File: src/rtl/uart_pkg.sv
// Shared encodings for the UART transmit path: parity/baud codes, arbiter FSM
// states and the default watchdog limit.
package uart_pkg;

    localparam logic [1:0] PARITY_NONE = 2'b00;
    localparam logic [1:0] PARITY_ODD  = 2'b01;
    localparam logic [1:0] PARITY_EVEN = 2'b10;

    localparam logic [1:0] BAUD_2400  = 2'b00;
    localparam logic [1:0] BAUD_4800  = 2'b01;
    localparam logic [1:0] BAUD_9600  = 2'b10;
    localparam logic [1:0] BAUD_19200 = 2'b11;

    typedef enum logic [2:0] {
        ST_IDLE,
        ST_LOAD,
        ST_SEND,
        ST_WAIT_DONE,
        ST_RELEASE
    } arb_state_e;

    // One 11-bit frame at 2400 baud from a 50 MHz clock fits comfortably.
    localparam int TIMEOUT_CYCLES_DEFAULT = 262144;

endpackage

File: src/rtl/uart_rr_picker.sv
// Combinational round-robin picker: first valid index after rr_ptr_i,
// wrapping modulo NUM_REQ.
module uart_rr_picker #(
    parameter int NUM_REQ = 4,
    parameter int GNT_W   = 2
) (
    input  logic [NUM_REQ-1:0] valid_i,
    input  logic [GNT_W-1:0]   rr_ptr_i,
    output logic [GNT_W-1:0]   winner_o,
    output logic               any_o
);

    logic [GNT_W:0]   sum;
    logic [GNT_W-1:0] idx;

    // Scan from the farthest offset down so the nearest valid index wins last.
    always_comb begin
        winner_o = '0;
        any_o    = 1'b0;
        sum      = '0;
        idx      = '0;
        for (int off = NUM_REQ; off >= 1; off--) begin
            sum = {1'b0, rr_ptr_i} + (GNT_W+1)'(off);
            if (sum >= (GNT_W+1)'(NUM_REQ)) begin
                sum = sum - (GNT_W+1)'(NUM_REQ);
            end
            idx = sum[GNT_W-1:0];
            if (valid_i[idx]) begin
                winner_o = idx;
                any_o    = 1'b1;
            end
        end
    end

endmodule

File: src/rtl/uart_tx_arbiter.sv
// Round-robin sharing of one TxUnit among NUM_REQ byte producers.
// Optional watchdog abort enabled by defining UART_TX_ARB_TIMEOUT_EN.
module uart_tx_arbiter
    import uart_pkg::*;
#(
    parameter int NUM_REQ = 4,
    parameter int GNT_W   = 2
`ifdef UART_TX_ARB_TIMEOUT_EN
    , parameter int TIMEOUT_CYCLES = TIMEOUT_CYCLES_DEFAULT
`endif
) (
    input  logic                 clock,
    input  logic                 reset_n,
    input  logic [NUM_REQ-1:0]   req_valid,
    input  logic [8*NUM_REQ-1:0] req_data,
    input  logic [2*NUM_REQ-1:0] req_parity,
    input  logic [2*NUM_REQ-1:0] req_baud,
    output logic [NUM_REQ-1:0]   req_ready,
    output logic [NUM_REQ-1:0]   req_done,
    output logic [NUM_REQ-1:0]   req_err,
    output logic                 tx_send,
    output logic [7:0]           tx_data,
    output logic [1:0]           tx_parity,
    output logic [1:0]           tx_baud,
    input  logic                 tx_active,
    input  logic                 tx_done,
    output logic                 busy,
    output logic [GNT_W-1:0]     grant_id
);

    arb_state_e         state_q;
    logic [GNT_W-1:0]   rr_ptr_q;
    logic [GNT_W-1:0]   grant_q;
    logic [7:0]         tx_data_q;
    logic [1:0]         tx_parity_q;
    logic [1:0]         tx_baud_q;
    logic               tx_send_q;
    logic               done_prev_q;
    logic [NUM_REQ-1:0] ready_q;
    logic [NUM_REQ-1:0] done_q;
    logic [GNT_W-1:0]   winner;
    logic               anyValid;
    logic               doneRise;

    uart_rr_picker #(
        .NUM_REQ (NUM_REQ),
        .GNT_W   (GNT_W)
    ) u_picker (
        .valid_i  (req_valid),
        .rr_ptr_i (rr_ptr_q),
        .winner_o (winner),
        .any_o    (anyValid)
    );

    assign doneRise = tx_done & ~done_prev_q;

`ifdef UART_TX_ARB_TIMEOUT_EN
    localparam int CNT_W = $clog2(TIMEOUT_CYCLES) + 1;
    logic [CNT_W-1:0]   cnt_q;
    logic [NUM_REQ-1:0] err_q;
    logic               timeoutHit;

    assign timeoutHit = (cnt_q == CNT_W'(TIMEOUT_CYCLES - 1));
    assign req_err    = err_q;
`else
    assign req_err = '0;
`endif

    // Single-process FSM; every client-facing pulse is registered on the edge
    // that enters the state it belongs to.
    always_ff @(posedge clock or negedge reset_n) begin
        if (!reset_n) begin
            state_q     <= ST_IDLE;
            rr_ptr_q    <= GNT_W'(NUM_REQ - 1);
            grant_q     <= '0;
            tx_data_q   <= '0;
            tx_parity_q <= '0;
            tx_baud_q   <= '0;
            tx_send_q   <= 1'b0;
            done_prev_q <= 1'b0;
            ready_q     <= '0;
            done_q      <= '0;
`ifdef UART_TX_ARB_TIMEOUT_EN
            cnt_q       <= '0;
            err_q       <= '0;
`endif
        end else begin
            ready_q     <= '0;
            done_q      <= '0;
            done_prev_q <= tx_done;
`ifdef UART_TX_ARB_TIMEOUT_EN
            err_q       <= '0;
`endif
            case (state_q)
                ST_IDLE: begin
                    if (anyValid) begin
                        grant_q <= winner;
                        state_q <= ST_LOAD;
                    end
                end
                ST_LOAD: begin
                    tx_data_q   <= req_data[{grant_q, 3'b000} +: 8];
                    tx_parity_q <= req_parity[{grant_q, 1'b0} +: 2];
                    tx_baud_q   <= req_baud[{grant_q, 1'b0} +: 2];
                    ready_q     <= NUM_REQ'(1) << grant_q;
                    tx_send_q   <= 1'b1;
`ifdef UART_TX_ARB_TIMEOUT_EN
                    cnt_q       <= '0;
`endif
                    state_q     <= ST_SEND;
                end
                ST_SEND: begin
`ifdef UART_TX_ARB_TIMEOUT_EN
                    cnt_q <= cnt_q + 1'b1;
                    if (timeoutHit) begin
                        tx_send_q <= 1'b0;
                        err_q     <= NUM_REQ'(1) << grant_q;
                        state_q   <= ST_RELEASE;
                    end else
`endif
                    if (tx_active) begin
                        tx_send_q <= 1'b0;
                        state_q   <= ST_WAIT_DONE;
                    end
                end
                ST_WAIT_DONE: begin
`ifdef UART_TX_ARB_TIMEOUT_EN
                    cnt_q <= cnt_q + 1'b1;
                    if (timeoutHit) begin
                        err_q   <= NUM_REQ'(1) << grant_q;
                        state_q <= ST_RELEASE;
                    end else
`endif
                    if (doneRise) begin
                        done_q  <= NUM_REQ'(1) << grant_q;
                        state_q <= ST_RELEASE;
                    end
                end
                ST_RELEASE: begin
                    rr_ptr_q <= grant_q;
                    state_q  <= ST_IDLE;
                end
                default: begin
                    tx_send_q <= 1'b0;
                    state_q   <= ST_IDLE;
                end
            endcase
        end
    end

    assign req_ready = ready_q;
    assign req_done  = done_q;
    assign tx_send   = tx_send_q;
    assign tx_data   = tx_data_q;
    assign tx_parity = tx_parity_q;
    assign tx_baud   = tx_baud_q;
    assign busy      = (state_q != ST_IDLE);
    assign grant_id  = grant_q;

endmodule

File: config.mk
export PLATFORM = sky130hd
export DESIGN_NAME = uart_tx_arbiter
export DESIGN_NICKNAME = d
export VERILOG_FILES = /design/src/rtl/uart_pkg.sv /design/src/rtl/uart_rr_picker.sv /design/src/rtl/uart_tx_arbiter.sv
export SDC_FILE = /design/constraint.sdc
export NUM_CORES = 1
export LEC_CHECK = 0
export BUFFER_PORTS_ARGS = -buffer_cell sky130_fd_sc_hd__buf_4
export CAP_MARGIN = 20
export CORE_AREA = 2 2 63 65
export CTS_CLUSTER_SIZE = 40
export DETAILED_ROUTE_END_ITERATION = 8
export DIE_AREA = 0 0 65 67
export PLACE_DENSITY = 0.89
export SLEW_MARGIN = 20
export SYNTH_ARGS = -nofsm -noshare
export SYNTH_HDL_FRONTEND = slang
export SYNTH_HIERARCHICAL = 1
export SYNTH_SLANG_ARGS = --single-unit
export TNS_END_PERCENT = 20
File: constraint.sdc
create_clock -name clock -period 1.8 [get_ports clock]
set_input_delay 0.09 -clock clock [delete_from_list [all_inputs] [get_ports clock]]
set_output_delay 0.09 -clock clock [all_outputs]
set_load 0.03 [all_outputs]
==> impl_metrics.py <==
metrics = {
    "run_status": {
        "status": "finished, final reports clean",
    },
    "timing": {
        "clock.fmax_mhz": 656,
        "min_period_ps": 1520,
        "finalCritPeriodShare": 0.847,
        "setup_viol": 0,
        "slew_violations": 0,
        "tightestPinTransition_ps": 580,
        "setup_ws_ps": 275,
        "clock_skew_ps": 2.05,
        "relSlewSlack": 0.613,
        "rsz0062_at_grt": "false",
        "timing.hold.ws_ps": 123,
        "hold_viol": 0,
        "tns_ps": 0,
    },
    "layout": {
        "drive_gt1_frac": 0.480,
        "layout_commonest_cell": "buf_4",
        "area_growth_pct": 45.2,
        "diodes": 0,
        "final_cell_mix": "84 x buf_4, 27 x dfrtp_1, 26 x mux2i_1",
        "nets": 280,
        "post-route-util": 0.639,
    },
    "synth": {
        "synth_area_per_cell_um2": 11.1,
        "ys_ff_latch": 29,
        "synth-edff-count": 0,
        "synth_fa_ha_area_frac": 0,
        "synth_top_family_by_area": "multiplexers",
        "synth_top_area_share": 0.426,
        "synthFlopType": "dfrtp_1",
        "synth-seq-area-share": 0.459,
        "syn_inst": 143,
        "synth_cell_types": 32,
        "syn_area_um2": 1590,
        "ys_warn_count": 6,
        "synthMuxAreaShare": 0.192,
        "synthXorXnorAreaFrac": 0,
        "postSynth.asyncResetShare": 1.00,
        "synth-simple-area-share": 0.135,
        "synth_compound_gate_area_share": 0.136,
        "ys_top_cells_by_area": "dfrtp_1 43%, mux2i_1 16%, o221ai_2 6.6%, dfstp_2 3.3%, nand2_1 3.3%",
        "yosysTopAreaCell": "dfrtp_1",
    },
    "detailed_routing": {
        "routed_wl_um": 3750,
        "viasPerCell": 4.93,
        "ant_nets": 0,
        "first_pass_iters": 4,
        "wl_per_cell_um": 13.7,
        "drt_iter0_drc": 104,
        "drc": 0,
        "num_vias": 1345,
    },
    "power": {
        "power.leakage_nw": 1.15,
        "ir_drop_mv": 0.913,
        "total_power_mw": 3.52,
        "power-per-cell-area_nw_per_um2": 1530,
    },
    "worst_setup_path": {
        "crit_required_ps": 1940,
        "worst-path-buf-inv": 0,
        "startpoint": "state_q[1]",
        "crit_path_end_kind": "register",
        "cp_slowest_cell": "or3b_1",
        "slowest_delay_ps": 640,
        "worstPathMaxFanout": 16,
        "cp.arrival_ps": 1660,
        "worst_r2r_startpoint": "state_q[1]",
        "crit_path_cell_trace": "or3b_1 -> nand2_1 -> o221ai_1",
        "crit_family": "simple AND/OR/NAND/NOR gates",
        "crit_type": "reg -> reg",
        "start_kind": "register",
    },
    "placement": {
        "dp_slack_ps": 280,
        "gp_congestion": 0.801,
        "io_buffers": 79,
        "dp_hpwl_um": 2800,
    },
    "die": {
        "core_area_um2": 3610,
        "fp.dieW_um": 65,
        "dieArea_um2": 4360,
        "die_y_um": 67,
        "row_count": 22,
        "ios": 84,
        "initial_core_util": 0.440,
    },
    "cts": {
        "clk_pin_slew_ps": 60,
        "clk_latency_ps": 270,
        "cts.path.max_buffers": 2,
        "post_cts_buffers": 0,
        "cts_buffers": 5,
        "h-tree-depth": 2,
        "cts_sinks": 29,
        "clockRootBuffer": "clkbuf_8",
        "cts_tree": "yes",
    },
    "worst_hold_path": {
        "hold_class": "in -> reg",
        "min_from": "req_data[15]",
    },
    "job": {
        "drv_cap": 0,
    },
    "grt": {
        "grt_max_degree": 30,
        "antenna_found_initial": 0,
        "grt_use_total": 0.187,
        "grt-ovfl-total": 0,
        "grt_pass1_vias": 1298,
        "grt_pass1_wl_um": 6060,
    },
}
[tightest hold or removal path, delay by kind of cell]
family                 cells  cell delay (ps)
multiplexers               1               70
AO/OA/AOI/OAI              1              120
buffers and inverters      1               70
[metal layers]
metal / track usage / up-vias / wire, um
met5: 0 / - / 0
met4: 0.0718 / 0 / 41
met3: 0.0524 / 5 / 258
met2: 0.316 / 52 / 1930
met1: 0.227 / 624 / 1520
li1: - / 664 / -
[synthesized netlist by cell type (2+ instances only)]
cell type  instances
dfrtp_1           27
mux2i_1           26
nand2_1           14
nor2_1             9
nand2b_1           7
o221ai_2           7
buf_2              6
o221ai_1           6
a21oi_1            4
buf_4              4
inv_1              4
mux2_2             4
buf_6              2
clkbuf_1           2
dfstp_2            2
nor2b_1            2
nor3_1             2
[flip-flops by register name, summed over array words and instances (netlist names), 2 cells and up]
| name | flops |
|---|---|
| grant_id | 2 |
| req_done | 4 |
| req_ready | 4 |
| rr_ptr_q | 2 |
| state_q | 3 |
| tx_baud | 2 |
| tx_data | 8 |
| tx_parity | 2 |
[layout make-up]
class,count,area (um^2)
Clock buffer,7,96.3
Clock inverter,1,5.00
Fill cell,300,1300
Inverter,4,15.0
Multi-Input combinational cell,98,751
Sequential cell,29,728
Tap cell,48,60.1
Timing Repair Buffer,86,651
[kinds of logic after synthesis]
kind of cell / count (synthesis)
flops: 29
mux: 30
other cells: 1
buf+inv: 19
compound gates: 22
simple gates: 42
[power by group]
group	internal [mW]	leakage, nW	total, mW	switching (mW)
clock network	0.345	0.0542	0.581	0.236
logic	0.816	0.734	1.85	1.03
registers	0.901	0.362	1.10	0.194
total	2.06	1.15	3.52	1.46
[timing repair]
item,4_1_cts,5_1_grt
resized for setup,0,0
hold buffers,2,0
hold endpoints to repair,28,0
[path summary, 6_finish.rpt]
check	to	slack, ps	depth (start not counted)
worst max-delay path	tx_data[3]	280	3
worst min-delay path	tx_data[7]	120	3
worst max register to register	tx_data[3]	280	3
worst min register to register	tx_baud[0]	490	2
max in group asynchronous	rr_ptr_q[1]	1210	2
min in group asynchronous	done_prev_q	280	2
[through the flow]
step	cell area (um^2)	cells
2_1_floorplan	1600	146
3_3_place_gp	2180	263
3_5_place_dp	2180	263
4_1_cts	2310	273
5_1_grt	2310	273
6_report	2310	273
Note: power is estimated with default switching activity, not from simulation.
